--- config.mk ---
export PLATFORM = sky130hd
export DESIGN_NAME = datapath_arbiter
export DESIGN_NICKNAME = d
export VERILOG_FILES = /design/src/rtl/datapath_arbiter.sv
export SDC_FILE = /design/constraint.sdc
export NUM_CORES = 1
export LEC_CHECK = 0
export CAP_MARGIN = 0
export CORE_ASPECT_RATIO = 1.4
export CORE_UTILIZATION = 35
export DETAILED_ROUTE_END_ITERATION = 8
export PLACE_DENSITY = 0.86
export SYNTH_ARGS = -nofsm -noshare
export SYNTH_HDL_FRONTEND = slang
export SYNTH_SLANG_ARGS = --single-unit
--- constraint.sdc ---
create_clock -name clk -period 2.5 [get_ports clk]
set_input_delay 0.5 -clock clk [delete_from_list [all_inputs] [get_ports clk]]
set_output_delay 0.5 -clock clk [all_outputs]
set_load 0.01 [all_outputs]
--- src/rtl/datapath_arbiter.sv ---
// Two-requester datapath arbiter: round-robin grant, hold-time preemption with
// per-owner lock, owner-only bus steering, overflow routing and protocol-error pulses.
module datapath_arbiter #(
    parameter int unsigned MAX_HOLD = 8
) (
    input  logic       clk,
    input  logic       reset,
    input  logic       req0,
    input  logic       req1,
    input  logic       lock0,
    input  logic       lock1,
    input  logic [2:0] op0,
    input  logic [2:0] op1,
    input  logic [3:0] src1_0,
    input  logic [3:0] src1_1,
    input  logic [3:0] src2_0,
    input  logic [3:0] src2_1,
    input  logic [3:0] dest0,
    input  logic [3:0] dest1,
    input  logic       overflow,
    output logic       gnt0,
    output logic       gnt1,
    output logic [2:0] op,
    output logic [3:0] src1,
    output logic [3:0] src2,
    output logic [3:0] dest,
    output logic       ovf0,
    output logic       ovf1,
    output logic       busy,
    output logic       err0,
    output logic       err1
);

    localparam int unsigned HOLD_W = $clog2(MAX_HOLD + 1);
    localparam logic [HOLD_W-1:0] HOLD_LAST = HOLD_W'(MAX_HOLD - 1);
    localparam logic [HOLD_W-1:0] HOLD_SAT  = HOLD_W'(MAX_HOLD);

    typedef enum logic [1:0] {
        IDLE = 2'd0,
        OWN0 = 2'd1,
        OWN1 = 2'd2
    } state_t;

    state_t            state;
    state_t            state_nxt;
    logic              rr_last;
    logic [HOLD_W-1:0] hold_cnt;
    logic              hold_expired;

    // A waiter that shows up after the counter saturated still gets its turn.
    assign hold_expired = (hold_cnt >= HOLD_LAST);

    // NOTE: every output of a combinational block gets a default first, so no
    // path through the case leaves it unassigned and no latch is inferred.
    always_comb begin
        state_nxt = state;
        case (state)
            IDLE: begin
                if (req0 && req1)
                    state_nxt = rr_last ? OWN0 : OWN1;
                else if (req0)
                    state_nxt = OWN0;
                else if (req1)
                    state_nxt = OWN1;
            end
            OWN0: begin
                if (!req0)
                    state_nxt = req1 ? OWN1 : IDLE;
                else if (req1 && !lock0 && hold_expired)
                    state_nxt = OWN1;
            end
            OWN1: begin
                if (!req1)
                    state_nxt = req0 ? OWN0 : IDLE;
                else if (req0 && !lock1 && hold_expired)
                    state_nxt = OWN0;
            end
            default: state_nxt = IDLE;
        endcase
    end

    // NOTE: sequential state uses non-blocking assignments so every register
    // samples pre-edge values regardless of statement order.
    always_ff @(posedge clk or posedge reset) begin
        if (reset) begin
            state    <= IDLE;
            rr_last  <= 1'b1;
            hold_cnt <= '0;
            gnt0     <= 1'b0;
            gnt1     <= 1'b0;
            busy     <= 1'b0;
            err0     <= 1'b0;
            err1     <= 1'b0;
        end else begin
            state <= state_nxt;
            gnt0  <= (state_nxt == OWN0);
            gnt1  <= (state_nxt == OWN1);
            busy  <= (state_nxt != IDLE);
            err0  <= (op0 != 3'd0) && !gnt0;
            err1  <= (op1 != 3'd0) && !gnt1;
            if (state_nxt != state) begin
                hold_cnt <= '0;
                if (state_nxt == OWN0)
                    rr_last <= 1'b0;
                else if (state_nxt == OWN1)
                    rr_last <= 1'b1;
            end else if (state != IDLE && hold_cnt != HOLD_SAT) begin
                hold_cnt <= hold_cnt + HOLD_W'(1);
            end
        end
    end

    // Bus follows the owner only; IDLE (including during reset) presents a NOP.
    always_comb begin
        op   = 3'd0;
        src1 = 4'd0;
        src2 = 4'd0;
        dest = 4'd0;
        case (state)
            OWN0: begin
                op   = op0;
                src1 = src1_0;
                src2 = src2_0;
                dest = dest0;
            end
            OWN1: begin
                op   = op1;
                src1 = src1_1;
                src2 = src2_1;
                dest = dest1;
            end
            default: ;
        endcase
    end

    assign ovf0 = overflow & gnt0;
    assign ovf1 = overflow & gnt1;

endmodule

Word level (Yosys, flattened, before mapping)
Index checks and enable logic that the tools add are counted.
{"block": "totals", "regBits": 12, "input_bits": 37, "output_inout_bits": 22}
{"block": "classes", "add_sub_neg": 1, "n_lt_le_gt_ge": 1, "eq_ne": 6, "muxes": 19, "bitwise": 2, "n_reduce_logical": 20}
{"operator": "$pmux 4 s2", "count": 3}
{"operator": "$mux 2", "count": 9}
{"operator": "$logic_and 1x1->1", "count": 8}
{"operator": "$mux 4", "count": 2}
{"operator": "$reduce_bool 2->1", "count": 4}
{"operator": "$pmux 2 s3", "count": 1}
{"operator": "$pmux 3 s2", "count": 1}
{"operator": "$reduce_bool 3->1", "count": 2}
{"operator": "$add 4x1->4 const B", "count": 1}
{"operator": "$eq 2x1->1 const B", "count": 2}
{"operator": "$eq 2x2->1 const B", "count": 2}
{"operator": "$ge 4x3->1 const B", "count": 1}
{"operator": "$logic_not 1->1", "count": 4}
{"operator": "$ne 4x4->1 const B", "count": 1}
{"operator": "$mux 1", "count": 3}
{"operator": "$and 1x1->1", "count": 2}
{"operator": "$logic_not 2->1", "count": 1}
{"operator": "$ne 2x2->1", "count": 1}
{"operator": "$reduce_and 2->1", "count": 1}

Depth between registers and ports, before layout
{"block": "depth", "depth_word": 9, "ltp_mapped": 10}

Worst setup path before layout
OpenSTA, ideal clock, no wires.
{"block": "synth_timing", "kind": "flip-flop to flip-flop", "from": "register state[0]", "to": "register rr_last", "setup_time_ns": 0.087, "arrival_ns": 2.412, "t_required_ns": 2.413, "setup_slack_ns": 0.001, "stages_incl_launch_ff": 11, "path_buffers": 1, "period_less_slack_ns": 2.499, "path_cell_list": "dfrtp_1 -> inv_1 -> ha_1 -> buf_4 -> nand2_1 -> o311a_1 -> o32a_1 -> or2_2 -> ha_1 -> a31oi_1 -> a31oi_4"}
{"block": "synth_via", "elab_chain_cells": 7, "elab_cells_between_ends": 17, "classes_between": "5 x eq/ne; 9 x mux; 3 x reduce/logical"}
{"element": "start, declared", "line": "44", "text": "state_t state;"}
{"element": "start signal, assigned", "line": "95", "text": "state <= state_nxt;"}
{"element": "$mux 2", "line": "63", "text": "else if (req1)"}
{"element": "$mux 2", "line": "61", "text": "else if (req0)"}
{"element": "$mux 2", "line": "59", "text": "if (req0 && req1)"}
{"element": "$pmux 2 s3", "line": "57", "text": "case (state)"}
{"element": "$eq 2x1->1 / $eq 2x2->1 (equally long branches)", "line": "103, 105"}
{"element": "$reduce_bool 2->1 (no line)"}
{"element": "$reduce_and 2->1 (no line)"}
{"element": "end signal, assigned", "line": "87", "text": "rr_last <= 1'b1;"}
{"element": "end signal, assigned", "line": "104", "text": "rr_last <= 1'b0;"}
{"element": "end signal, assigned", "line": "106", "text": "rr_last <= 1'b1;"}
{"element": "end, declared", "line": "46", "text": "logic rr_last;"}
Several ways; a longest one is shown, not always the timed one.
A chain may end at the register's enable or synchronous reset.

Final worst setup path
{"block": "layout_timing", "from": "register state[1]", "to": "output port src1[0]"}
{"block": "layout_via", "elab_chain_cells": 2, "elab_cells_between_ends": 3, "classes_between": "2 x eq/ne; 1 x mux"}
{"element": "$eq 2x2->1 / $eq 2x1->1 (equally long branches)", "line": "119", "text": "case (state)"}
{"element": "$pmux 4 s2 *", "line": "119"}
{"element": "end, declared", "line": "24", "text": "output logic [3:0] src1,"}
Mark *: on every way between the ends. The rest lies on a longest branch, timed or not.

==> impl_metrics.py <==
metrics = {
    "placement": {
        "detailed_place_hpwl_um": 2750,
        "io_buffers": 58,
        "place_area_mm2": 0.00181,
        "routabilityCongestion": 0.812,
        "placedCellCount": 229,
    },
    "timing": {
        "grt_setup_unrepaired": "yes",
        "setup-violations-final": 0,
        "skew_ns": 0.000578,
        "setup_tns_ns": 0,
        "worstMarginPinSlew_ns": 0.472,
        "worst_hold_slack_ns": 0.468,
        "finalHoldViolCount": 0,
        "fin_crit_ns": 2.43,
        "post-route-period-util_pct": 97.1,
        "relSlewSlack_pct": 68.5,
        "drv_slew": 0,
        "fmax_mhz": 412,
    },
    "die": {
        "die_area_mm2": 0.00340,
        "die_x_um": 49.6,
        "die_height_um": 68.6,
        "num_io_pins": 59,
        "core_area_mm2": 0.00294,
        "initial_core_util_pct": 37.8,
        "num_rows": 23,
    },
    "finish": {
        "fill_cells": 249,
        "instances_no_fill": 233,
        "syn_to_final_growth_pct": 72.7,
        "num_antenna_cells": 0,
        "final_cell_area_mm2": 0.00191,
        "layout_commonest_cell": "clkdlybuf4s50_1",
        "final_layout_size_suffix_gt1_share_pct": 17.3,
        "nets": 243,
        "final_cell_mix": "clkdlybuf4s50_1, a22oi_1, nor2b_1",
    },
    "pwr": {
        "power_density_mw_per_mm2": 987,
        "leakage_nw": 0.803,
        "irDropWorstVdd_mv": 0.718,
        "total_power_mw": 1.89,
    },
    "clock_tree": {
        "cts-root-buf": "clkbuf_8",
        "cts.htree.levels": 1,
        "post_cts_buffers": 0,
        "cts.clk_slew.worst_paths_ns": 0.05,
        "numCtsBuffers": 3,
        "cts_sinks": 12,
        "clkLatencyLatePin_ns": 0.24,
        "clock_path_buffers": 2,
        "cts_tree": "built",
    },
    "logic_synthesis": {
        "synth_mux_area_share_pct": 0.903,
        "synth_compound_area_share_pct": 29.2,
        "yosys.area.top_type": "dfrtp_1",
        "syn_avg_cell_area_um2": 8.87,
        "synthCells": 125,
        "synthAdderAreaFrac_pct": 10.2,
        "synth.ff_latch_count": 12,
        "yosysWarnings": 0,
        "netlist_area_mm2": 0.00111,
        "synth_area_leaders": "dfrtp_1, a22oi_1, ha_1, nor2b_1, inv_1",
        "synth.distinct_cells": 43,
        "syn-num-nets": 171,
        "synth_xor_area_share_pct": 2.37,
        "synthSimpleGateAreaFrac_pct": 22.6,
        "synth_top_family_by_area": "compound AO/OA/AOI/OAI gates",
        "ys_seq_area_share_pct": 27.2,
        "netlist.area_leader.share_pct": 24.8,
    },
    "worst_setup_path": {
        "r2r-start": "hold_cnt[0]",
        "crit_start": "state[1]",
        "startpoint_type": "flip-flop",
        "required_ns": 2.00,
        "critPathCaptureType": "output port",
        "worstPathArrival_ns": 1.93,
        "path_class": "flip-flop to output port",
        "r2r_slack_ns": 0.15,
        "cp_max_fo": 16,
    },
    "global_route": {
        "grt-ovfl-total": 0,
        "grt_usage_pct": 20.6,
        "grt_pass1_vias": 1189,
        "grt_max_degree": 17,
        "grt_pass1_wl_um": 5380,
        "antenna_found_initial": 0,
    },
    "detailed_routing": {
        "drc": 0,
        "drt_iter0_markers": 32,
        "routed_wl_um": 3350,
        "firstDrtPassIters": 4,
        "ant_nets": 0,
        "viasPerCell": 5.08,
        "vias": 1184,
        "wl_per_cell_um": 14.4,
    },
    "min_path": {
        "hold_start": "gnt1",
        "hold_class": "flip-flop to flip-flop",
    },
    "status": {
        "status": "finished, final reports clean",
    },
    "flow_run": {
        "max-cap-violations": 0,
    },
}
cell families after synthesis:
kind of cell / count (synthesis)
compound gates: 39
xor+xnor: 3
fa+ha+maj: 9
buf+inv: 17
flops: 12
mux: 1
simple gates: 44
metal layers:
layer / GRT usage (%) / routed length [um]
met1: 20.7 / 1310
met2: 42.7 / 1920
met3: 1.32 / 70
met4: 9.29 / 42
met5: 0 / 0
power breakdown:
group	internal [mW]	total [mW]	switching (mW)
Sequential	0.268	0.314	0.0461
Clock	0.139	0.206	0.0670
Combinational	0.741	1.37	0.629
what timing repair did:
| action | 4_1_cts | 5_1_grt |
|---|---|---|
| hold buffers | 0 | 0 |
| endpoints found under the setup margin | 15 | 16 |
| resized for setup | 5 | 7 |
cells in the mapped netlist, drive strengths merged:
| cell | instances |
|---|---|
| a2111oi | 1 |
| a211oi | 3 |
| a21o | 3 |
| a21oi | 4 |
| a22oi | 15 |
| a2bb2oi | 1 |
| a31oi | 3 |
| a32oi | 1 |
| and2 | 4 |
| buf | 4 |
| clkbuf | 3 |
| dfrtp | 11 |
| dfstp | 1 |
| ha | 9 |
| inv | 10 |
| mux2i | 1 |
| nand2 | 6 |
| nand2b | 1 |
| nand3b | 1 |
| nand4 | 1 |
| nor2 | 9 |
| nor2b | 15 |
| nor3 | 2 |
| nor3b | 1 |
| nor4 | 1 |
| nor4b | 1 |
| o211a | 1 |
| o21ai | 3 |
| o21bai | 1 |
| o22ai | 1 |
| o311a | 1 |
| o32a | 1 |
| or2 | 1 |
| or3 | 1 |
| xnor2 | 2 |
| xor2 | 1 |
through the flow:
stage                     utilization, %  worst slack, ns
after global routing                65.2         -0.00487
after CTS                           64.3           0.0121
after detailed placement            61.6           -0.195
after floorplan                        -         0.000620
final                               65.2           0.0721
after global placement              61.6           -0.132
area by class of cell:
cell class	instances	area [um^2]	share of cell area, %
multi-input combinational	96	757	39.5
timing repair buffer	74	717	37.5
sequential	12	302	15.8
clock buffer	4	55.1	2.88
tap	37	46.3	2.42
inverter	10	37.5	1.96
path summary, 6_finish.rpt:
path | to | cells after the start
max | src1[0] | 6
min | err1 | 1
max reg2reg | rr_last | 8
min reg2reg | err1 | 1
max in group asynchronous | rr_last | 2
min in group asynchronous | err0 | 2
flip-flops by register name, indices dropped and copies added (netlist names):
| signal | count |
|---|---|
| err0 | 1 |
| gnt1 | 1 |
| rr_last | 1 |
| state | 2 |
| err1 | 1 |
| hold_cnt | 4 |
| gnt0 | 1 |
| busy | 1 |
critical path, stage by stage, from the launching register on:
cell and delay, ns:
dfrtp_1 0.40, inv_2 0.14, ha_4 0.18, buf_6 0.17, a22oi_1 0.09, nor2b_1 0.14
clkdlybuf4s50_1 0.55
(Power assumes the default switching activity.)
